--- src/rtl/axi4_lite_slave.sv ---
// AXI4-Lite register bank responder: B/R valid one cycle after the last address/data handshake.
// Responses hold until BREADY/RREADY, and no new AW/W is accepted while a write response is pending.
`timescale 1ns/1ps
module axi4_lite_slave #(
    parameter int ADDR_WIDTH = 32,
    parameter int DATA_WIDTH = 32,
    parameter int NUM_REGS   = 8
) (
    input  logic                           iCLK,
    input  logic                           iRST,
    input  logic                           s_AWVALID,
    output logic                           s_AWREADY,
    input  logic [ADDR_WIDTH-1:0]          s_AWADDR,
    input  logic [2:0]                     s_AWPROT,
    input  logic                           s_WVALID,
    output logic                           s_WREADY,
    input  logic [DATA_WIDTH-1:0]          s_WDATA,
    input  logic [DATA_WIDTH/8-1:0]        s_WSTRB,
    output logic                           s_BVALID,
    input  logic                           s_BREADY,
    output logic [1:0]                     s_BRESP,
    input  logic                           s_ARVALID,
    output logic                           s_ARREADY,
    input  logic [ADDR_WIDTH-1:0]          s_ARADDR,
    input  logic [2:0]                     s_ARPROT,
    output logic                           s_RVALID,
    input  logic                           s_RREADY,
    output logic [DATA_WIDTH-1:0]          s_RDATA,
    output logic [1:0]                     s_RRESP,
    output logic [NUM_REGS*DATA_WIDTH-1:0] regs_out,
    output logic [NUM_REGS-1:0]            reg_wr_pulse
);
    localparam int IDX_W  = $clog2(NUM_REGS);
    localparam int STRB_W = DATA_WIDTH / 8;
    localparam logic [ADDR_WIDTH-1:0] ADDR_LIMIT = ADDR_WIDTH'(NUM_REGS * 4);
    localparam logic [1:0] RESP_OKAY   = 2'b00;
    localparam logic [1:0] RESP_SLVERR = 2'b10;
    localparam logic [0:0] R_IDLE = 1'b0;
    localparam logic [0:0] R_RESP = 1'b1;

    logic [DATA_WIDTH-1:0] regs_q [NUM_REGS];
    logic                  aw_held_q, w_held_q, bvalid_q;
    logic [ADDR_WIDTH-1:0] awaddr_q;
    logic [DATA_WIDTH-1:0] wdata_q, rdata_q;
    logic [STRB_W-1:0]     wstrb_q;
    logic [1:0]            bresp_q, rresp_q;
    logic [NUM_REGS-1:0]   pulse_q;
    logic [0:0]            rstate_q, rstate_d;

    logic                  aw_hs, w_hs, ar_hs, commit, wr_in_range, rd_in_range;
    logic [ADDR_WIDTH-1:0] wr_addr;
    logic [DATA_WIDTH-1:0] wr_data;
    logic [STRB_W-1:0]     wr_strb;
    logic [IDX_W-1:0]      wr_idx, rd_idx;
    logic                  unused_prot;

    assign unused_prot = ^{s_AWPROT, s_ARPROT};

    // Readiness is gated by the reset input itself so nothing handshakes while iRST is low.
    assign s_AWREADY = iRST && !aw_held_q && !bvalid_q;
    assign s_WREADY  = iRST && !w_held_q && !bvalid_q;
    assign s_ARREADY = iRST && (rstate_q == R_IDLE);
    assign s_BVALID  = bvalid_q;
    assign s_BRESP   = bresp_q;
    assign s_RVALID  = (rstate_q == R_RESP);
    assign s_RDATA   = rdata_q;
    assign s_RRESP   = rresp_q;
    assign reg_wr_pulse = pulse_q;

    always_comb begin
        aw_hs       = s_AWVALID && s_AWREADY;
        w_hs        = s_WVALID && s_WREADY;
        ar_hs       = s_ARVALID && s_ARREADY;
        wr_addr     = aw_held_q ? awaddr_q : s_AWADDR;
        wr_data     = w_held_q ? wdata_q : s_WDATA;
        wr_strb     = w_held_q ? wstrb_q : s_WSTRB;
        commit      = (aw_held_q || aw_hs) && (w_held_q || w_hs);
        wr_in_range = wr_addr < ADDR_LIMIT;
        wr_idx      = wr_addr[IDX_W+1:2];
        rd_in_range = s_ARADDR < ADDR_LIMIT;
        rd_idx      = s_ARADDR[IDX_W+1:2];
        rstate_d    = rstate_q;
        if (rstate_q == R_IDLE && ar_hs) begin
            rstate_d = R_RESP;
        end else if (rstate_q == R_RESP && s_RREADY) begin
            rstate_d = R_IDLE;
        end
    end

    always_ff @(posedge iCLK or negedge iRST) begin
        if (!iRST) begin
            for (int k = 0; k < NUM_REGS; k++) begin
                regs_q[k] <= '0;
            end
            aw_held_q <= 1'b0;
            w_held_q  <= 1'b0;
            awaddr_q  <= '0;
            wdata_q   <= '0;
            wstrb_q   <= '0;
            bvalid_q  <= 1'b0;
            bresp_q   <= RESP_OKAY;
            pulse_q   <= '0;
        end else begin
            pulse_q <= '0;
            if (aw_hs) begin
                aw_held_q <= 1'b1;
                awaddr_q  <= s_AWADDR;
            end
            if (w_hs) begin
                w_held_q <= 1'b1;
                wdata_q  <= s_WDATA;
                wstrb_q  <= s_WSTRB;
            end
            if (commit) begin
                aw_held_q <= 1'b0;
                w_held_q  <= 1'b0;
                bvalid_q  <= 1'b1;
                bresp_q   <= wr_in_range ? RESP_OKAY : RESP_SLVERR;
                if (wr_in_range) begin
                    pulse_q[wr_idx] <= 1'b1;
                    for (int i = 0; i < STRB_W; i++) begin
                        if (wr_strb[i]) begin
                            regs_q[wr_idx][8*i +: 8] <= wr_data[8*i +: 8];
                        end
                    end
                end
            end else if (bvalid_q && s_BREADY) begin
                bvalid_q <= 1'b0;
            end
        end
    end

    // Read data samples regs_q before any same-edge write lands, giving the pre-write value.
    always_ff @(posedge iCLK or negedge iRST) begin
        if (!iRST) begin
            rstate_q <= R_IDLE;
            rdata_q  <= '0;
            rresp_q  <= RESP_OKAY;
        end else begin
            rstate_q <= rstate_d;
            if (ar_hs) begin
                rdata_q <= rd_in_range ? regs_q[rd_idx] : '0;
                rresp_q <= rd_in_range ? RESP_OKAY : RESP_SLVERR;
            end
        end
    end

    for (genvar k = 0; k < NUM_REGS; k++) begin : g_flat
        assign regs_out[k*DATA_WIDTH +: DATA_WIDTH] = regs_q[k];
    end
endmodule

--- config.mk ---
export PLATFORM = sky130hd
export DESIGN_NAME = axi4_lite_slave
export DESIGN_NICKNAME = d
export VERILOG_FILES = /design/src/rtl/axi4_lite_slave.sv
export SDC_FILE = /design/constraint.sdc
export NUM_CORES = 1
export LEC_CHECK = 0
export CAP_MARGIN = 20
export CORE_MARGIN = 5
export CORE_UTILIZATION = 54
export DETAILED_ROUTE_END_ITERATION = 6
export GPL_ROUTABILITY_DRIVEN = 0
export PLACE_DENSITY_LB_ADDON = 0.3
export SLEW_MARGIN = 20
export SYNTH_ARGS = -nofsm -noshare
export SYNTH_HDL_FRONTEND = slang
export SYNTH_SLANG_ARGS = --single-unit
--- constraint.sdc ---
create_clock -name iCLK -period 6.5 [get_ports iCLK]
set_input_delay 0.65 -clock iCLK [delete_from_list [all_inputs] [get_ports iCLK]]
set_output_delay 0.65 -clock iCLK [all_outputs]
set_load 0.05 [all_outputs]
# Word level (Yosys, flattened, before mapping)
# Index checks and enable logic that the tools add are counted.
[op_classes]
magnitude_cmp = 7
mux = 43
bitwise_logic = 3
n_reduce_logical = 24
[ops]
columns = ["op", "n"]
rows = [
  ["$mux W256", 10],
  ["$bwmux W256", 4],
  ["$demux W32 S3", 4],
  ["$mux W32", 6],
  ["$bmux W32 S3", 1],
  ["$lt A32 B6 Y1 const B", 2],
  ["$mux W24", 1],
  ["$mux W8", 3],
  ["$mux W16", 1],
  ["$logic_and A1 B1 Y1", 14],
  ["$mux W1", 9],
  ["$ge A4 B4 Y1 const B", 2],
  ["$not A3 Y4", 2],
  ["$reduce_bool A2 Y1", 4],
  ["$lt A3 B4 Y1 const B", 1],
  ["$lt A4 B1 Y1 const B", 1],
  ["$mux W2", 2],
  ["$mux W4", 1],
  ["$demux W1 S3", 1],
  ["$ge A3 B1 Y1 const B", 1],
  ["$logic_not A1 Y1", 3],
  ["$logic_or A1 B1 Y1", 2],
  ["$reduce_and A2 Y1", 1],
  ["$not A1 Y1", 1],
]
[word_totals]
register_bits = 372
out_inout_bits = 305

# Depth between registers and ports, before layout
[depth]
word_depth = 20
depth_mapped = 7
depth_no_buf = 5

# Worst setup path before layout
# Ideal clock, no wire load.
[synth_timing]
path_type = "register to register"
startpoint = "reg bvalid_q (netlist: s_BVALID)"
endpoint = "reg wdata_q[10]"
setup_ns = 0.125
arrival_time_ns = 2.656
required_time_ns = 6.375
slack_ns = 3.719
stages_incl_launch_ff = 8
path_buffers = 2
synth_period_minus_slack_ns = 2.781
path_cell_list = "dfrtp_1 -> inv_1 -> nand2_1 -> nor2_1 -> and2_1 -> clkbuf_1 -> clkbuf_1 -> mux2_2"
[synth_between]
elab_chain_cells = 3
[synth_rtl]
columns = ["element", "line_no", "text"]
rows = [
  ["from (decl)", "42", "logic aw_held_q, w_held_q, bvalid_q;"],
  ["from (signal assigned)", "100", "bvalid_q <= 1'b0;"],
  ["from (signal assigned)", "117", "bvalid_q <= 1'b1;"],
  ["from (signal assigned)", "128", "bvalid_q <= 1'b0;"],
  ["$logic_not A1 Y1", "61", "assign s_WREADY = iRST && !w_held_q && !bvalid_q;"],
  ["$logic_and A1 B1 Y1", "61", ""],
  ["via s_WREADY", "16", "output logic s_WREADY,"],
  ["$logic_and A1 B1 Y1", "72", "w_hs = s_WVALID && s_WREADY;"],
  ["to (signal assigned)", "111", "wdata_q <= s_WDATA;"],
  ["to (decl)", "44", "logic [DATA_WIDTH-1:0] wdata_q, rdata_q;"],
]
# The timed path passes the listed nets, and every way through them passes these cells.
# A chain may end at the register's enable or synchronous reset.

# Worst setup path after layout
[layout_timing]
startpoint = "in iRST"
endpoint = "reg regs_q, in the netlist regs_out[178]"
[layout_between]
elab_chain_cells = 6
word_cells_on_any_way = 10
classes_between = "10 x reduce/logical"
[layout_rtl]
columns = ["element", "line_no", "text"]
rows = [
  ["from (decl)", "10", "input logic iRST,"],
  ["$logic_and A1 B1 Y1, on equally long branches (2 in series)", "60, 61", ""],
  ["$logic_and A1 B1 Y1, on equally long branches", "71, 72", ""],
  ["$logic_or A1 B1 Y1", "77", "commit = (aw_held_q || aw_hs) && (w_held_q || w_hs);"],
  ["$logic_and A1 B1 Y1 *", "77", ""],
  ["$reduce_and A2 Y1 (no source line) *", "-", ""],
  ["to (signal, indexed assignment)", "123", "regs_q[wr_idx][8*i +: 8] <= wr_data[8*i +: 8];"],
  ["to (decl)", "41", "logic [DATA_WIDTH-1:0] regs_q [NUM_REGS];"],
]
# Mark *: on every way between the ends. The rest lies on a longest branch, timed or not.

==> metrics.md <==
| Metric | Value |
|---|---|
| Status | `finished clean` |
| Hold buffer count at cts | `0` |
| Sw Share | `0.272` |
| Post-route setup TNS | `0 ps` |
| Non-Filler Instances | `1888` |
| Synth top area share | `0.552` |
| VDD IR max | `0.192 mV` |
| FF-to-FF End | `regs_out[178]` |
| Slew @ Worst Pin | `1070 ps` |
| Syn avg cell area | `15.8 µm²` |
| CTS Root Buffer Type | `clkbuf_16` |
| Die Ht | `186 µm` |
| Via count | `11148` |
| Fin. max-slew vios | `0` |
| Main combinational cell family by area after synthesis | `multiplexers` |
| HP Class | `in2async` |
| Bufs and invs on worst path | `2` |
| Crit path time final | `3300 ps` |
| Fmax | `0.303 GHz` |
| Setup CP Type | `in2reg` |
| Initial antenna violation count | `1` |
| Highest-delay cell along the critical path | `buf_4` |
| Post-synthesis adder-cell area fraction | `0` |
| P_sw | `1.59 mW` |
| Synth Area in XOR/XNOR | `0` |
| Largest net degree at the start of global routing | `108` |
| Cell chain of the critical path | `buf_8, and3b_1, o22ai_1, a221oi_4, buf_4, nand4_2, mux2_2` |
| Largest delay share family, worst path | `buffers and inverters` |
| Most common flop cell mapped by yosys | `dfrtp_1` |
| TritonCTS Sinks | `368` |
| First-pass GRT wire length | `72500 µm` |
| FFs w/ async S/R, synth | `1.00` |
| Int Pwr | `4.26 mW` |
| Synth Area in Simple Gates | `0.0684` |
| Total track usage | `0.276` |
| H-tree depth | `2` |
| Count leader, synth | `dfrtp_1` |
| CP startpoint kind | `input port` |
| Worst setup margin | `3200 ps` |
| Cell count along the critical path | `7` |
| Comb pwr share | `0.172` |
| Sequential Power Share | `0.452` |
| Pre-antenna DRT Iters | `4` |
| DP HPWL | `32400 µm` |
| Clock share of power | `0.376` |
| Pre-CTS WS | `2660 ps` |
| Total grt overflow | `0` |
| CTS tree | `done` |
| DR DRC count | `0` |
| N_diodes | `0` |
| Period Utilization, post-route | `0.508` |
| Clock Latency Late Sink | `520 ps` |
| R2R setup slack | `3260 ps` |
| DR vias/cell | `5.90` |
| Largest fanout on the critical path | `107` |
| Max cap viols | `0` |
| Seq cells post-synth | `368` |
| Drt wl/cell | `25.4 µm` |
| Number of global-route vias before repair | `12022` |
| Row count | `64` |
| Crit path capture | `regs_out[178]` |
| Cells after synthesis | `1053` |
| Worst r2r src | `aw_held_q` |
| Top post-synthesis cells by area | `dfrtp_1 (55%), mux2_2 (24%), mux4_2 (8.6%)` |
| Placed cell count | `1819` |
| Mux contribution to synthesized area | `0.348` |
| Setup bufs post-CTS | `0` |
| Clock Tree Buf Depth | `3` |
| Num CTS Buffers | `39` |
| Biggest area consumer among synthesized cells | `dfrtp_1` |
| Initial core utilization | `0.546` |
| # IOs | `418` |
| Clock Pin Slew Worst Setup and Hold Paths | `60 ps` |
| Seq/Total Area, Yosys | `0.552` |
| Critical Path Source | `iRST` |
| Critical path endpoint category | `register` |
| Post-Syn Area | `16700 µm²` |
| Post-cts resize count | `0` |
| WL final | `48000 µm` |
| R2R cell count | `6` |
| Yosys warns | `0` |
| Die X | `186 µm` |
| Final #Nets | `1577` |
| PwrDens | `262 nW/µm²` |
| Max incr delay on CP | `670 ps` |
| Endpoints failing setup | `0` |
| Fraction of layout cells with a size suffix above 1 | `0.356` |
| Clock Skew | `15.6 ps` |
| Arrival time at the worst endpoint | `3690 ps` |
| Buffers on Ports | `405` |
| Area delta synth->final | `34.2%` |
| CP required | `6890 ps` |
| Leakage | `10.3 nW` |
| RSZ-0062 raised after global routing | `no` |
| DR iter-0 viols | `600` |
| Post-synth EDFFs | `0` |
| DIE AREA | `34500 µm²` |
| Hold Vio Cnt, Final | `0` |
| Unique masters post-synth | `37` |
| DRT antenna net count | `0` |
| Compound-Gate Fraction of Synth Area | `0.0155` |
| Post-synth top cells | `dfrtp_1 (368), mux2_2 (353), mux4_2 (64)` |
| Max-Slew Margin vs Limit | `0.288` |
| Core area | `30500 µm²` |
[through the flow]
stage / util / instance area (µm²) / total power, mW / hold slack [ps]
6_report: 0.733 / 22400 / 5.85 / 166
5_1_grt: 0.733 / 22400 / 6.10 / 247
4_1_cts: 0.733 / 22400 / 5.90 / 210
3_5_place_dp: 0.692 / 21100 / 3.69 / 469
3_3_place_gp: 0.692 / 21100 / 3.65 / 460
2_1_floorplan: - / 16700 / 3.34 / 354
[cells in the final DEF (no fill, tap or decap), drive strengths merged, types with 3 or more instances in the layout]
cell type,Yosys,final
mux4,64,64
nor2,17,17
mux2,355,355
mux2i,37,37
clkdlybuf4s50,0,401
dfrtp,368,368
nor3,4,4
clkbuf,26,59
nor4,15,15
nand4,35,35
clkinv,0,8
buf,22,16
nand2,39,39
inv,6,6
nor3b,9,9
o21ai,35,35
nand3,3,3
[power groups by stage]
stage / Sequential [mW] / Clock [mW] / Combinational, mW
4_1_cts: 2.65 / 2.23 / 1.02
6_report: 2.65 / 2.20 / 1.00
2_1_floorplan: 2.67 / 0 / 0.673
5_1_grt: 2.67 / 2.34 / 1.09
3_5_place_dp: 2.68 / 0 / 1.01
3_3_place_gp: 2.66 / 0 / 0.982
[final cells by class]
cell class | instances | area, µm²
multi-input combinational | 632 | 7230
clock inverter | 10 | 100
sequential | 368 | 9210
timing repair buffer | 417 | 4140
clock buffer | 59 | 1170
tap | 396 | 495
fill | 1996 | 8140
inverter | 6 | 22.5
[kinds of logic after synthesis]
family,Yosys count
compound gates,43
buf+inv,54
flops,368
mux,456
other cells,1
simple gates,131
[layer usage]
layer / global-route usage / share of wire / vias up
met5: 0 / 0.00023 / -
met4: 0.0921 / 0.032 / 2
met3: 0.0719 / 0.089 / 102
met2: 0.463 / 0.50 / 457
met1: 0.353 / 0.38 / 5808
li1: - / - / 4779
[how the worst min path moves through the flow]
stage                     start     endpoint  slack (ps)  cells past startpoint
global placement    s_RDATA[16]  s_RDATA[16]         460                      2
global route               iRST   s_RDATA[7]         250                      1
detailed placement  s_RDATA[18]  s_RDATA[18]         470                      2
floorplan                  iRST    aw_held_q         350                      0
finish                     iRST   s_RDATA[7]         170                      1
CTS                        iRST   s_RDATA[7]         210                      1
[sequential cells by signal, summed over array words and instances, names as in the netlist]
name,cells
aw_held_q,1
awaddr_q,30
reg_wr_pulse,8
regs_out,256
s_BRESP,1
s_BVALID,1
s_RDATA,32
s_RRESP,1
s_RVALID,1
w_held_q,1
wdata_q,32
wstrb_q,4
No activity file was read; power rests on OpenSTA's default activity.
